## config.mk

```make
export PLATFORM = sky130hd
export DESIGN_NAME = axil_slave_ram
export DESIGN_NICKNAME = d
export VERILOG_FILES = /design/src/rtl/axil_slave_ram.sv
export SDC_FILE = /design/constraint.sdc
export NUM_CORES = 1
export LEC_CHECK = 0
export BUFFER_PORTS_ARGS = -buffer_cell sky130_fd_sc_hd__buf_2
export CAP_MARGIN = 25
export CORE_UTILIZATION = 42
export CTS_CLUSTER_SIZE = 8
export DETAILED_ROUTE_END_ITERATION = 10
export MAX_ROUTING_LAYER = met4
export PLACE_DENSITY = 0.72
export SYNTH_ARGS = -nofsm -noshare
export SYNTH_HDL_FRONTEND = slang
export SYNTH_SLANG_ARGS = --single-unit
```

## constraint.sdc

```tcl
create_clock -name ACLK -period 2.56 [get_ports ACLK]
set_clock_uncertainty 0.2 [all_clocks]
set_input_delay 0.256 -clock ACLK [delete_from_list [all_inputs] [get_ports ACLK]]
set_output_delay 0.256 -clock ACLK [all_outputs]
set_load 0.02 [all_outputs]
```

## src/rtl/axil_slave_ram.sv

```systemverilog
// -----------------------------------------------------------------------------
// axil_slave_ram
//
// AXI4-Lite slave that exposes a small word-organised RAM. The write and read
// channels are completely independent, so a read can complete while a write is
// being assembled.
//
// Write channel
//   AW and W may be accepted in either order, or in the same cycle. Whichever
//   arrives first is parked in a holding register. The memory is updated on the
//   edge where both halves are available, and B is raised at that same edge.
//   While B is outstanding, both AWREADY and WREADY are held low, so at most one
//   write is in flight.
//
// Read channel
//   An AR handshake reads the memory and loads RDATA/RRESP. RVALID is raised on
//   the next cycle. ARREADY stays low until the R handshake.
//
// Address decode
//   The word index is taken from the bits just above the byte offset, and the
//   byte offset itself is ignored. Any address at or beyond the end of the
//   memory is rejected with SLVERR: a write to it is dropped and a read from it
//   returns zero data.
//
// Ports
//   ACLK           clock, all logic on the rising edge
//   ARESET         asynchronous reset, active low
//   i_AWADDR       write byte address          i_AWVALID / o_AWREADY
//   i_WDATA        write data                  i_WSTRB   byte-lane enables
//   i_WVALID       write data valid            o_WREADY
//   o_BRESP        write response              o_BVALID  / i_BREADY
//   i_ARADDR       read byte address           i_ARVALID / o_ARREADY
//   o_RDATA        read data                   o_RRESP   read response
//   o_RVALID       read data valid             i_RREADY
// -----------------------------------------------------------------------------
module axil_slave_ram #(
  parameter int DATA_W = 32,
  parameter int ADDR_W = 12,
  parameter int DEPTH  = 16
) (
  input  logic                ACLK,
  input  logic                ARESET,
  input  logic [ADDR_W-1:0]   i_AWADDR,
  input  logic                i_AWVALID,
  output logic                o_AWREADY,
  input  logic [DATA_W-1:0]   i_WDATA,
  input  logic [DATA_W/8-1:0] i_WSTRB,
  input  logic                i_WVALID,
  output logic                o_WREADY,
  output logic [1:0]          o_BRESP,
  output logic                o_BVALID,
  input  logic                i_BREADY,
  input  logic [ADDR_W-1:0]   i_ARADDR,
  input  logic                i_ARVALID,
  output logic                o_ARREADY,
  output logic [DATA_W-1:0]   o_RDATA,
  output logic [1:0]          o_RRESP,
  output logic                o_RVALID,
  input  logic                i_RREADY
);

  localparam int STRB_W   = DATA_W / 8;
  localparam int ADDR_LSB = $clog2(STRB_W);
  localparam int IDX_W    = $clog2(DEPTH);

  // The size of the memory in bytes, held one bit wider than the address.
  // This keeps the range compare correct even when the memory fills the whole
  // address space.
  localparam logic [ADDR_W:0] MEM_BYTES = (ADDR_W + 1)'(DEPTH * STRB_W);

  localparam logic [1:0] RESP_OKAY   = 2'b00;
  localparam logic [1:0] RESP_SLVERR = 2'b10;

  // Elaboration-time parameter sanity checks
  if (DATA_W != 32 && DATA_W != 64) begin : g_badDataW
    $error("axil_slave_ram: DATA_W must be 32 or 64");
  end
  if (DEPTH < 2 || (DEPTH & (DEPTH - 1)) != 0) begin : g_badDepth
    $error("axil_slave_ram: DEPTH must be a power of two, at least 2");
  end
  if ((DEPTH * STRB_W) > (2 ** ADDR_W)) begin : g_badSize
    $error("axil_slave_ram: memory does not fit in the address space");
  end

  function automatic logic f_inRange(input logic [ADDR_W-1:0] addr);
    return ({1'b0, addr} < MEM_BYTES);
  endfunction

  // ---------------------------------------------------------------------------
  // Storage (intentionally not reset)
  // ---------------------------------------------------------------------------
  logic [DATA_W-1:0] r_mem [DEPTH];

  // ---------------------------------------------------------------------------
  // Write channel
  // ---------------------------------------------------------------------------
  // WR_HAVE_ADDR and WR_HAVE_DATA act as the "address held" and "data held"
  // flags. WR_RESP means a B response is outstanding.
  typedef enum logic [1:0] {
    WR_IDLE,
    WR_HAVE_ADDR,
    WR_HAVE_DATA,
    WR_RESP
  } wrState_t;

  wrState_t              r_wrState;
  wrState_t              w_wrNext;
  logic                  r_awReady;
  logic                  r_wReady;
  logic                  r_bValid;
  logic [1:0]            r_bResp;
  logic [ADDR_W-1:0]     r_awAddr;
  logic [DATA_W-1:0]     r_wData;
  logic [STRB_W-1:0]     r_wStrb;

  logic                  w_awHs;
  logic                  w_wHs;
  logic                  w_commit;
  logic [ADDR_W-1:0]     w_cmtAddr;
  logic [DATA_W-1:0]     w_cmtData;
  logic [STRB_W-1:0]     w_cmtStrb;
  logic                  w_cmtInRange;
  logic [IDX_W-1:0]      w_cmtIdx;

  assign w_awHs = i_AWVALID & r_awReady;
  assign w_wHs  = i_WVALID  & r_wReady;

  // A half that has already been parked comes from its holding register.
  // Otherwise it comes straight from the bus, in the cycle it is handshaking.
  assign w_cmtAddr    = (r_wrState == WR_HAVE_ADDR) ? r_awAddr : i_AWADDR;
  assign w_cmtData    = (r_wrState == WR_HAVE_DATA) ? r_wData  : i_WDATA;
  assign w_cmtStrb    = (r_wrState == WR_HAVE_DATA) ? r_wStrb  : i_WSTRB;
  assign w_cmtInRange = f_inRange(w_cmtAddr);
  assign w_cmtIdx     = w_cmtAddr[ADDR_LSB +: IDX_W];

  always_comb begin
    w_wrNext = r_wrState;
    w_commit = 1'b0;
    case (r_wrState)
      WR_IDLE: begin
        if (w_awHs && w_wHs) begin
          w_commit = 1'b1;
          w_wrNext = WR_RESP;
        end else if (w_awHs) begin
          w_wrNext = WR_HAVE_ADDR;
        end else if (w_wHs) begin
          w_wrNext = WR_HAVE_DATA;
        end
      end
      WR_HAVE_ADDR: begin
        if (w_wHs) begin
          w_commit = 1'b1;
          w_wrNext = WR_RESP;
        end
      end
      WR_HAVE_DATA: begin
        if (w_awHs) begin
          w_commit = 1'b1;
          w_wrNext = WR_RESP;
        end
      end
      WR_RESP: begin
        // BVALID is known to be high in this state, so BREADY alone completes
        // the B handshake.
        if (i_BREADY) begin
          w_wrNext = WR_IDLE;
        end
      end
      default: begin
        w_wrNext = WR_IDLE;
      end
    endcase
  end

  // The READY and VALID outputs are registered copies of the next state.
  // That way they drop to 0 during reset, and rise on the first edge after
  // reset is released.
  always_ff @(posedge ACLK or negedge ARESET) begin
    if (!ARESET) begin
      r_wrState <= WR_IDLE;
      r_awReady <= 1'b0;
      r_wReady  <= 1'b0;
      r_bValid  <= 1'b0;
      r_bResp   <= RESP_OKAY;
      r_awAddr  <= '0;
      r_wData   <= '0;
      r_wStrb   <= '0;
    end else begin
      r_wrState <= w_wrNext;
      r_awReady <= (w_wrNext == WR_IDLE) || (w_wrNext == WR_HAVE_DATA);
      r_wReady  <= (w_wrNext == WR_IDLE) || (w_wrNext == WR_HAVE_ADDR);
      r_bValid  <= (w_wrNext == WR_RESP);
      if (w_awHs) begin
        r_awAddr <= i_AWADDR;
      end
      if (w_wHs) begin
        r_wData <= i_WDATA;
        r_wStrb <= i_WSTRB;
      end
      if (w_commit) begin
        r_bResp <= w_cmtInRange ? RESP_OKAY : RESP_SLVERR;
      end
    end
  end

  // Byte-lane memory update. w_commit is derived from state that is cleared
  // asynchronously, so nothing is written while reset is asserted.
  always_ff @(posedge ACLK) begin
    if (w_commit && w_cmtInRange) begin
      for (int i = 0; i < STRB_W; i++) begin
        if (w_cmtStrb[i]) begin
          r_mem[w_cmtIdx][8*i +: 8] <= w_cmtData[8*i +: 8];
        end
      end
    end
  end

  assign o_AWREADY = r_awReady;
  assign o_WREADY  = r_wReady;
  assign o_BVALID  = r_bValid;
  assign o_BRESP   = r_bResp;

  // ---------------------------------------------------------------------------
  // Read channel
  // ---------------------------------------------------------------------------
  typedef enum logic {
    RD_IDLE,
    RD_VALID
  } rdState_t;

  rdState_t              r_rdState;
  rdState_t              w_rdNext;
  logic                  r_arReady;
  logic                  r_rValid;
  logic [DATA_W-1:0]     r_rData;
  logic [1:0]            r_rResp;

  logic                  w_arHs;
  logic                  w_arInRange;
  logic [IDX_W-1:0]      w_arIdx;

  assign w_arHs      = i_ARVALID & r_arReady;
  assign w_arInRange = f_inRange(i_ARADDR);
  assign w_arIdx     = i_ARADDR[ADDR_LSB +: IDX_W];

  always_comb begin
    w_rdNext = r_rdState;
    case (r_rdState)
      RD_IDLE: begin
        if (w_arHs) begin
          w_rdNext = RD_VALID;
        end
      end
      RD_VALID: begin
        if (i_RREADY) begin
          w_rdNext = RD_IDLE;
        end
      end
      default: begin
        w_rdNext = RD_IDLE;
      end
    endcase
  end

  // The memory is sampled with its pre-edge contents. A write that commits to
  // the same word on the same edge is therefore not seen by this read.
  always_ff @(posedge ACLK or negedge ARESET) begin
    if (!ARESET) begin
      r_rdState <= RD_IDLE;
      r_arReady <= 1'b0;
      r_rValid  <= 1'b0;
      r_rData   <= '0;
      r_rResp   <= RESP_OKAY;
    end else begin
      r_rdState <= w_rdNext;
      r_arReady <= (w_rdNext == RD_IDLE);
      r_rValid  <= (w_rdNext == RD_VALID);
      if (w_arHs) begin
        if (w_arInRange) begin
          r_rData <= r_mem[w_arIdx];
          r_rResp <= RESP_OKAY;
        end else begin
          r_rData <= '0;
          r_rResp <= RESP_SLVERR;
        end
      end
    end
  end

  assign o_ARREADY = r_arReady;
  assign o_RVALID  = r_rValid;
  assign o_RDATA   = r_rData;
  assign o_RRESP   = r_rResp;

endmodule

```

* Word-level counts from Yosys, hierarchy flattened *
Memory sizes are Yosys's and may differ from the RTL's.
Index checks and enable logic that the tools add are counted.

storage, ports and cells
  flip-flop bits (word level) = 91
  logic and storage cells = 64
  input port bits = 67
  memories = 1
  RAM bits = 512
  output and inout port bits = 41

memories
  memory  words  width  rd ports  clocked after memory_dff  wr ports  RTL line  text
  r_mem   16     32     1         0                         1         92        logic [DATA_W-1:0] r_mem [DEPTH];

operators by class
  bitwise logic cells = 5
  magnitude comparators = 2
  equality and inequality tests = 6
  multiplexer cells = 32
  reduce and logical (&&, ||, !) cells = 6

operators by type and width
  cell                 count
  $mux 32              2
  $lt 12x7->1 const B  2
  $mux 1               17
  $mux 2               8
  $mux 12              1
  $eq 2x2->1 const B   4
  $pmux 2 s4           1
  $eq 2x1->1 const B   2
  $logic_not 2->1      2
  $mux 4               1
  $and 1x1->1          3
  $pmux 1 s3           1
  $logic_and 1x1->1    2
  $logic_or 1x1->1     2
  $not 1->1            2
  $pmux 1 s2           1

* Depth between registers and ports, before layout *
  depth in word-level cells = 7
  mapped depth = 6
  depth with buffers taken out = 4

* Least setup slack after synthesis *
OpenSTA, ideal clock, no wires.

  kind = flip-flop to flip-flop
  start = register r_awAddr[11]
  end = memory r_mem[10][10] (enable)
  path buffers = 1
  arrival = 2.041 ns
  stages on the path, launching flop included = 6
  setup time = 0.370 ns
  period minus slack after synthesis = 2.612 ns
  slack = -0.052 ns
  required time = 1.990 ns
  path through = dfrtp_1 > or4_4 > nor4_4 > o211ai_2 > buf_6 > nor2_1

on the way
  word-level cells in the longest chain between the ends = 5

RTL lines
  what                          RTL line  text
  start: declaration            112       logic [ADDR_W-1:0] r_awAddr;
  start signal: assignment      194       r_awAddr <= i_AWADDR;
  $mux 12                       130       assign w_cmtAddr = (r_wrState == WR_HAVE_ADDR) ? r_awAddr : i_AWADDR;
  $lt 12x7->1                   86        return ({1'b0, addr} < MEM_BYTES);
  $logic_and 1x1->1             209       if (w_commit && w_cmtInRange) begin
  $mux 1                        209
  $mux 1 (implied by the code)  212       r_mem[w_cmtIdx][8*i +: 8] <= w_cmtData[8*i +: 8];
  end: declaration              92

Every way passes these cells.

* Final worst setup path *
  start = register r_wrState[1]
  end = memory r_mem[1][5] (enable)

on the way
  word-level cells in the longest chain between the ends = 6
  elaborated cells on any way between the ends = 11
  those cells by class = order compare: 1; eq/ne: 2; mux: 6; reduce/logical: 2

RTL lines
  what                          RTL line  text
  start: declaration            106       wrState_t r_wrState;
  start signal: assignment      189       r_wrState <= w_wrNext;
  $eq 2x1->1                    130, 139
  $mux 12                       130
  $lt 12x7->1                   86
  $logic_and 1x1->1             209
  $mux 1                        209
  $mux 1 (implied by the code)  212

Parallel ways exist; a longest one is shown, timed or not.

==> flow_summary.ini <==
[status]
status = finished with violations
violations = setup timing

[worst_setup_path]
critPathCaptureType = register
cp_data_arrival_time_ns = 2.74
crit_fanout = 6
cp-start-kind = register
worstSetupPathType = reg -> reg
cp_data_required_time_ns = 2.67

[timing]
tns_ns = -1.52
worst_slew_pin_slew_ns = 0.913
hold_viol = 0
fin_crit_sh_pct = 103
fmaxAchievable_mhz = 380
finalCriticalPeriod_ns = 2.63
relSlewSlack_pct = 38.9
setup_viol = 50
finalMaxSlewViolations = 0
rsz0062_at_grt = yes
fin_ws_ns = -0.0715

[final_layout]
multi_input_area_sq_um = 5830
final_area_sq_um = 29300
nNetsFinal = 1532
seq_area_sq_um = 17600
diodes = 0
area_growth_pct = 25.1
drive_gt1_share_pct = 39.8
fillers = 4235

[routing]
vias = 12200
drt_iter0_drc = 968
drc = 0
antenna_left = 0
avgViaCountPerCell = 5.33
wl_per_cell_um = 22.8
finalWirelength_um = 52000
drt_pass1_iterations = 5

[global_route]
grt_pass1_wl_um = 78000
busiest_layer = met2
grt_usage_pct = 19.2
grt_use_met3_pct = 3.96
grt_max_degree = 50
gr-total-overflow = 0
antenna_found_initial = 0
grt_pass1_vias = 13000
grtUsageMet1_pct = 24.1
globalRouteMet2Util_pct = 30.7

[power_and_ir_drop]
power_leakage_nw = 10.0
power_w = 0.0261
powerDensity_nw_per_um2 = 891
ir_drop_mv = 0.712

[logic_synthesis]
synthCells = 1161
ys_seq_elements = 599
yosys_warnings = 0
synth.cell_area_sq_um = 23400
yosys.cell_types.count = 34
avgSynthCellArea_sq_um = 20.2
seq_area_frac_synth_pct = 75.0

[placement]
port_buffers = 101
placed_cell_area_sq_um = 25700
place.gp.congestion = 0.752
hpwl_um = 31800

[worst_hold_path]
hp-class = in -> reg

[clocking]
clk_path_buf_depth = 3
h-tree-depth = 3
clk_pin_slew_worst_paths_ns = 0.05
cts_tree = built
numCtsBuffers = 84
clk_latency_ns = 0.61
cts_sinks = 599
root_buffer = clkbuf_16

[die]
initial_core_util_pct = 42.5
coreArea_sq_um = 55100
die_area_sq_um = 56700
ios = 108
die_h_um = 238
num_rows = 86
die_w_um = 238

[job]
cap_violations = 0
-- final cells by class --
type,count,area share [%]
inverters,8,0.103
clock buffers,154,8.30
repair buffers,277,8.34
clock inverters,4,0.158
multi-input cells,495,19.9
well taps,748,3.20
flip-flops and latches,599,60.0
-- layer usage --
layer	up-vias	part of all wire (%)
met5	-	0
li1	5324	-
met1	6354	42
met4	0	2.7
met2	418	50
met3	94	5.5
-- registers in the layout, indices dropped and copies added, names as in the netlist --
name       count
o_AWREADY      1
o_RVALID       1
r_mem        512
o_BVALID       1
o_RDATA       32
r_awAddr      10
r_wData       32
r_wStrb        4
o_BRESP        1
o_WREADY       1
r_wrState      2
o_RRESP        1
o_ARREADY      1
-- stage by stage --
stage | hold slack, ns | std cells | worst slack (ns) | util (%)
CTS | 0.00333 | 2282 | -0.0344 | 52.4
floorplan | -0.240 | 1162 | -0.0516 | -
detailed placement | -0.0101 | 2069 | -0.0654 | 46.6
global route | 0.0504 | 2285 | -0.117 | 53.1
finish | 0.0163 | 2285 | -0.0715 | 53.1
global placement | -0.0141 | 2069 | -0.0290 | 46.6
-- final timing paths --
check	startpoint	to	slack, ns	cells past startpoint
worst max-delay path	r_wrState[1]	r_mem[1][5]	-0.07	5
worst min-delay path	i_ARADDR[2]	o_RDATA[2]	0.02	4
worst max register to register	r_wrState[1]	r_mem[1][5]	-0.07	5
worst min register to register	o_RVALID	o_RVALID	0.30	1
max in group asynchronous	ARESET	r_wData[30]	0.80	3
min in group asynchronous	ARESET	r_awAddr[2]	0.07	3
-- cell usage after synthesis --
cell       number  area, sq um
buf_2          23          115
mux2_2        102         1150
edfxtp_1      512        15400
nand4b_1        1         8.76
nand2b_1        1         6.26
nor4bb_1        1         10.0
o211ai_2        4         50.1
a211oi_2        1         12.5
dfrtp_1        87         2180
or4_4           1         11.3
buf_1          12         45.0
clkbuf_1       18         67.6
nand2_1        79          297
nand4bb_1       3         33.8
o211ai_1       10         75.1
a21oi_1         3         15.0
a22oi_1        32          240
o21ai_0         3         15.0
inv_1           8         30.0
or4bb_1         1         11.3
mux4_2        128         2880
or4_1           2         15.0
or4b_2          2         20.0
buf_4           3         22.5
nor3_1          1         5.00
nor2_1         68          255
nand3_1        23          115
o31ai_1         6         45.0
nor4_4          4         85.1
mux2i_1        12          120
a31o_2          2         17.5
conb_1          1         3.75
buf_6           4         45.0
nor2b_1         3         18.8
-- kinds of logic after synthesis --
kind of cell    synth area share [%]
buf+inv                         1.39
other cells                   0.0160
mux                             17.7
simple gates                    3.81
flops                           75.0
compound gates                  2.01
-- where the power goes --
part	internal (W)	total [W]	switching, W
Clock	0.00635	0.0103	0.00394
Combinational	0.00128	0.00348	0.00220
Sequential	0.0121	0.0123	0.000251
Total	0.0197	0.0261	0.00639
-- critical path: stages, from the launching register on --
cell and delay [ns]:
dfrtp_1 0.44, or4b_2 0.69, o31ai_1 0.20, nand2_1 0.39, nor2_2 0.23, buf_4 0.17
-- layout by cell type, fill, tap and decap left out, types with 3 or more instances in the layout --
master / n
mux4_2: 128
nand3_1: 23
mux2i_1: 11
nand2_1: 76
buf_2: 98
a22oi_1: 32
inv_1: 8
o31ai_1: 6
dfrtp_1: 87
nor2_2: 18
clkbuf_16: 89
edfxtp_1: 512
clkbuf_1: 67
o211ai_1: 10
inv_6: 3
a21oi_1: 3
nor4_4: 4
buf_12: 16
nor2_1: 21
dlygate4sd3_1: 54
buf_8: 7
nand4bb_1: 3
nand2_2: 3
buf_6: 49
o21ai_0: 3
buf_4: 51
nor2_4: 29
mux2_2: 102
-- timing repair --
item / CTS / global route
hold buffers: 54 / 0
gates cloned: 0 / 2
endpoints found under the hold margin: 154 / 0
setup endpoints to repair: 116 / 479
setup buffers: 1 / 1
gates resized for setup: 61 / 81
pin swaps: 1 / 11
No activity file was read; power rests on OpenSTA's default activity.
